==> config.mk <==
export PLATFORM = sky130hd
export DESIGN_NAME = shift_pattern_gen_flat
export DESIGN_NICKNAME = d
export VERILOG_FILES = /design/src/rtl/shift_pattern_pkg.sv /design/src/rtl/shift_pattern_if.sv /design/src/rtl/shift_pattern_fb.sv /design/src/rtl/shift_pattern_gen.sv /design/src/flat_wrapper.sv
export SDC_FILE = /design/constraint.sdc
export NUM_CORES = 1
export LEC_CHECK = 0
export ABC_AREA = 0
export BUFFER_PORTS_ARGS = -buffer_cell sky130_fd_sc_hd__clkbuf_2
export CORE_AREA = 2 2 71 73
export DETAILED_ROUTE_END_ITERATION = 8
export DIE_AREA = 0 0 73 75
export GPL_ROUTABILITY_DRIVEN = 1
export PLACE_DENSITY = 0.77
export SLEW_MARGIN = 25
export SYNTH_ARGS = -nofsm -noshare
export SYNTH_HDL_FRONTEND = slang
export SYNTH_SLANG_ARGS = --single-unit
==> constraint.sdc <==
create_clock -name clk -period 2.8 [get_ports clk]
set_clock_uncertainty 0.2 [all_clocks]
set_input_delay 0.56 -clock clk [delete_from_list [all_inputs] [get_ports clk]]
set_output_delay 0.56 -clock clk [all_outputs]
set_load 0.005 [all_outputs]
==> src/rtl/shift_pattern_pkg.sv <==
// Shared types for the shift-pattern generator: the 2-bit feedback mode select.
package shift_pattern_pkg;

    typedef enum logic [1:0] {
        MODE_RING    = 2'b00,
        MODE_JOHNSON = 2'b01,
        MODE_FILL    = 2'b10,
        MODE_LFSR    = 2'b11
    } mode_t;

endpackage

==> src/rtl/shift_pattern_if.sv <==
// Control/status bundle of the shift-pattern generator; master drives controls, slave is the generator.
interface shift_pattern_if #(
    parameter int WIDTH = 7,
    parameter int CNT_W = 16
);
    import shift_pattern_pkg::*;

    logic             en;
    mode_t            mode;
    logic             fill_bit;
    logic             load;
    logic [WIDTH-1:0] load_data;
    logic [WIDTH-1:0] q;
    logic             wrap;
    logic [CNT_W-1:0] step_cnt;
    logic [CNT_W-1:0] period;

    modport master (
        output en, mode, fill_bit, load, load_data,
        input  q, wrap, step_cnt, period
    );

    modport slave (
        input  en, mode, fill_bit, load, load_data,
        output q, wrap, step_cnt, period
    );

endinterface

==> src/rtl/shift_pattern_fb.sv <==
// Combinational feedback bit for stage 0 of the shift chain, selected by mode.
module shift_pattern_fb
    import shift_pattern_pkg::*;
#(
    parameter int               WIDTH = 7,
    parameter logic [WIDTH-1:0] TAPS  = '0
) (
    input  logic [WIDTH-1:0] q,
    input  mode_t            mode,
    input  logic             fill_bit,
    output logic             fb
);

    always_comb begin
        fb = q[WIDTH-1];
        case (mode)
            MODE_RING:    fb = q[WIDTH-1];
            MODE_JOHNSON: fb = ~q[WIDTH-1];
            MODE_FILL:    fb = fill_bit;
            // all-zero state would lock an XOR LFSR, so force a 1 in
            MODE_LFSR:    fb = (q == '0) ? 1'b1 : ^(q & TAPS);
        endcase
    end

endmodule

==> src/rtl/shift_pattern_gen.sv <==
// Shift-chain pattern generator: chain, seed register, step counter, period capture and wrap pulse.
module shift_pattern_gen
    import shift_pattern_pkg::*;
#(
    parameter int               WIDTH     = 7,
    parameter logic [WIDTH-1:0] INV_MASK  = '0,
    parameter logic [WIDTH-1:0] TAPS      = '0,
    parameter logic [WIDTH-1:0] RESET_VAL = '0,
    parameter int               CNT_W     = 16
) (
    input  logic          clk,
    input  logic          rst_n,
    shift_pattern_if.slave bus
);

    localparam logic [CNT_W-1:0] CNT_MAX = '1;

    logic [WIDTH-1:0] q_reg;
    logic [WIDTH-1:0] seed_reg;
    logic [CNT_W-1:0] cnt_reg;
    logic [CNT_W-1:0] period_reg;
    logic             wrap_reg;
    logic             fb;
    logic [WIDTH-1:0] q_next;
    logic [CNT_W-1:0] cnt_next;

    shift_pattern_fb #(
        .WIDTH (WIDTH),
        .TAPS  (TAPS)
    ) u_fb (
        .q        (q_reg),
        .mode     (bus.mode),
        .fill_bit (bus.fill_bit),
        .fb       (fb)
    );

    // INV_MASK[0] has no upstream stage, so only bits 1.. participate
    assign q_next   = {q_reg[WIDTH-2:0] ^ INV_MASK[WIDTH-1:1], fb};
    assign cnt_next = (cnt_reg == CNT_MAX) ? cnt_reg : cnt_reg + CNT_W'(1);

    always_ff @(posedge clk or negedge rst_n) begin
        if (!rst_n) begin
            q_reg      <= RESET_VAL;
            seed_reg   <= RESET_VAL;
            cnt_reg    <= '0;
            period_reg <= '0;
            wrap_reg   <= 1'b0;
        end else begin
            wrap_reg <= 1'b0;
            if (bus.load) begin
                q_reg    <= bus.load_data;
                seed_reg <= bus.load_data;
                cnt_reg  <= '0;
            end else if (bus.en) begin
                q_reg <= q_next;
                if (q_next == seed_reg) begin
                    wrap_reg   <= 1'b1;
                    period_reg <= cnt_next;
                    cnt_reg    <= '0;
                end else begin
                    cnt_reg <= cnt_next;
                end
            end
        end
    end

    assign bus.q        = q_reg;
    assign bus.wrap     = wrap_reg;
    assign bus.step_cnt = cnt_reg;
    assign bus.period   = period_reg;

endmodule

==> src/flat_wrapper.sv <==
// flat-port wrapper written by rule: the top's interface ports become plain ports
module shift_pattern_gen_flat import shift_pattern_pkg::*;
#(
    parameter int               WIDTH     = 7,
    parameter logic [WIDTH-1:0] INV_MASK  = '0,
    parameter logic [WIDTH-1:0] TAPS      = '0,
    parameter logic [WIDTH-1:0] RESET_VAL = '0,
    parameter int               CNT_W     = 16
)
  (clk, rst_n, bus_en, bus_mode, bus_fill_bit, bus_load, bus_load_data, bus_q, bus_wrap, bus_step_cnt, bus_period);
  shift_pattern_if #(.WIDTH(WIDTH), .CNT_W(CNT_W)) bus_i ();
  input  logic clk;
  input  logic rst_n;
  input wire logic [$bits(bus_i.en)-1:0] bus_en;
  input wire logic [$bits(bus_i.mode)-1:0] bus_mode;
  input wire logic [$bits(bus_i.fill_bit)-1:0] bus_fill_bit;
  input wire logic [$bits(bus_i.load)-1:0] bus_load;
  input wire logic [$bits(bus_i.load_data)-1:0] bus_load_data;
  output wire logic [$bits(bus_i.q)-1:0] bus_q;
  output wire logic [$bits(bus_i.wrap)-1:0] bus_wrap;
  output wire logic [$bits(bus_i.step_cnt)-1:0] bus_step_cnt;
  output wire logic [$bits(bus_i.period)-1:0] bus_period;
  assign bus_i.en = bus_en;
  assign bus_i.mode = bus_mode;
  assign bus_i.fill_bit = bus_fill_bit;
  assign bus_i.load = bus_load;
  assign bus_i.load_data = bus_load_data;
  assign bus_q = bus_i.q;
  assign bus_wrap = bus_i.wrap;
  assign bus_step_cnt = bus_i.step_cnt;
  assign bus_period = bus_i.period;
  shift_pattern_gen #(.WIDTH(WIDTH), .INV_MASK(INV_MASK), .TAPS(TAPS), .RESET_VAL(RESET_VAL), .CNT_W(CNT_W)) u_core (.clk(clk), .rst_n(rst_n), .bus(bus_i));
endmodule
==> metrics <==
power per cell area roughly 540 nW/um^2; CTS tree done; GPL Wtd Cong approximately 0.80; Unique masters post-synth 41; Placed Area 2751 sq um; Buf/Inv on CP 0; fill count between 400 and 500; Post-synth EDFFs 0; Post-synth top flop dfrtp_1; flip-flop and latch area roughly 1200 sq um; PortBufs 53; Area contributors post-synth dfrtp_1 48%, o21ai_0 4.7%, mux2i_1 4.5%, nand2_1 4.5%, nand3_1 4.1%; CTS Buf Count 5; largest family of logic cells by synthesized area simple AND/OR/NAND/NOR gates; worst slack at placement between 0.2 and 0.25 ns; Area Overhead vs Synth 18.67%; Initial Util 52.05%; H-Tree Depth 2; multiplexer share of the synthesized area about 7.5%; HPWL Detailed 3945 microns; overall global routing resource usage 22.79%; Synth Instances 248; sequential area share after synthesis between 40% and 50%; critical path's largest stage delay ~0.56 ns; RSZ-0062 raised after global routing no; Min Hold Slack about 0.27 ns; layout cells sized above 1 between 20% and 30%; DR WL met3 roughly 250 microns; DIE AREA 5475 sq um; biggest area consumer among synthesized cells dfrtp_1; reg2reg path depth 5; Multi-input gate area between 1000 and 1500 sq um; Slew HR about two thirds; vias in the first global route approximately 2000; DIE WIDTH ~73 microns; Core Footprint approximately 4700 sq um; max layer used met4; register bit total from synthesis between 40 and 50; Lkg Pwr between 1 and 1.5 nW; crit-path max FO 9; hold crit path type in2reg; Fmax a little under 400 MHz; synthesized net count ~260; final core occ a little over 60%; data arrival time of the worst path between 2 and 3 ns; max-cap viol count 0; WL per Instance roughly 15 microns; CP top delay family simple AND/OR/NAND/NOR gates; CTS root buf clkbuf_8; Hold Crit Depth 3; GR Overflow Total 0; clk slew on worst S/H paths roughly 0.080 ns; Clock Latency Late Sink between 0.3 and 0.4 ns; most frequent cell after synthesis dfrtp_1; wirelength, routed ~5500 microns; # nets final roughly 320; outcome finished, final reports clean; Mean Syn Cell Area around 9.8 sq um; first-pass GRT wire length about 9500 microns; # rows 25; Peak supply drop roughly 350 uV; Tcrit/Tclk final 92.14%; Critical Setup Path Class reg2reg; Worst path depth 5; Syn Std Cell Area 2426 sq um; Synth Area in Simple Gates 18.93%; number of antenna violations at the first check in global routing 0; slack of the critical path about 0.22 ns; Final ANT Viol Nets 0; M1 WL 2476 microns; critical path endpoint category register; Crit path required time 2.79 ns; Sink Count 47; Synth Warn # 0; slowest stage cell, crit path or4_4; Post-CTS Setup Bufs 0; Die H roughly 75 microns; n_diodes 0; Worst setup SP type register; top post-synthesis cells by count 47 x dfrtp_1, 29 x nand2_1, 23 x o21ai_0; Final min period between 2 and 3 ns; # DRC 0; Synth Area in Adders less than 1%; Post-Synth XOR/XNOR Area approximately 5.4%; met2 WL approximately 2700 microns; post-synthesis compound-gate area fraction around 15%; Via density ~5.6; post-synth top area share just under 50%; count of pins over their slew limit 0; largest net degree at the start of global routing 28; TNS Setup 0 ns; Slew @ Worst Pin 0.4683 ns; critical path cell sequence or4_4 > o311ai_4 > and4b_2 > o21ba_2 > mux2_2; Finished Cell Area ~2900 sq um; Final Setup Violations 0; 1st-pass router iterations 4; endpoints failing hold 0; asr flop ratio synth between 90% and 100%; drt initial violations around 140; Top-Level Pins 54; Max Buffers Root-to-Sink 2; Vias just over 2000
worst register-to-register path, stage by stage, from the launching register on:
cell,delay (ns)
dfrtp_1,0.43
or4_4,0.56
o311ai_4,0.26
and4b_2,0.32
o21ba_2,0.32
mux2_2,0.37
logic make-up after synthesis:
group | after synthesis
adders and majority gates | 1
and+or+nand+nor | 91
xor gates and xnor gates | 15
AOI/OAI and AO/OA | 56
muxes | 17
buffers and inverters | 21
DFF | 47
area by class of cell:
type	count	area share, %
Timing Repair Buffer	63	11.91
Multi-Input combinational cell	180	39.90
Inverter	7	0.9126
Clock inverter	2	1.217
Tap cell	54	2.347
Clock buffer	6	2.868
Sequential cell	47	40.85
where the power goes:
| group | switching, mW | internal, mW | leakage (nW) | total [mW] |
|---|---|---|---|---|
| Sequential | 0.0522 | 0.744 | 0.622 | 0.796 |
| Combinational | 0.117 | 0.114 | 0.749 | 0.231 |
| Clock | 0.232 | 0.289 | 0.0612 | 0.521 |
| Total | 0.402 | 1.15 | 1.43 | 1.55 |
metal layers:
layer | vias to the layer above | GRT usage, %
li1 | 992 | -
met1 | 971 | 30.68
met2 | 58 | 36.14
met3 | 7 | 4.552
met4 | 0 | 9.671
met5 | - | 0
stage by stage:
step           instances  total power, mW
3_3_place_gp         350            1.035
2_1_floorplan        248           0.9255
3_5_place_dp         350            1.043
5_1_grt              359            1.625
6_report             359            1.548
4_1_cts              359            1.560
final timing paths:
check	end	slack, ns	from
setup / recovery	u_core.bus.period[15]$_DFFE_PN0P_	0.22	u_core.bus.q[0]$_DFFE_PN0P_
hold / removal	u_core.bus.q[2]$_DFFE_PN0P_	0.27	bus_load_data[2]
setup reg to reg	u_core.bus.period[15]$_DFFE_PN0P_	0.22	u_core.bus.q[0]$_DFFE_PN0P_
hold reg to reg	u_core.bus.period[10]$_DFFE_PN0P_	0.31	u_core.bus.period[10]$_DFFE_PN0P_
max in group asynchronous	u_core.bus.period[2]$_DFFE_PN0P_	1.31	rst_n
min in group asynchronous	u_core.bus.period[11]$_DFFE_PN0P_	0.50	rst_n
layout by cell type, fill, tap and decap left out, drive strengths merged, types with 2 or more instances in the layout:
master,n
inv,7
nand4,5
and3,5
nand2b,3
xnor2,9
o31ai,3
mux2,6
nand2,29
a21oi,10
nor3,5
a31oi,2
buf,9
mux2i,11
o211ai,3
or3,4
o22ai,2
a211oi,4
xor2,6
or2,2
and4,2
dfrtp,47
nand3,20
a21o,5
nor2,13
o21ai,24
clkbuf,59
timing repair:
| item | 4_1_cts | 5_1_grt |
|---|---|---|
| hold endpoints to repair | 14 | 0 |
| resized for setup | 0 | 0 |
| hold buffers | 1 | 0 |
Power figures use the tool's default switching activity.
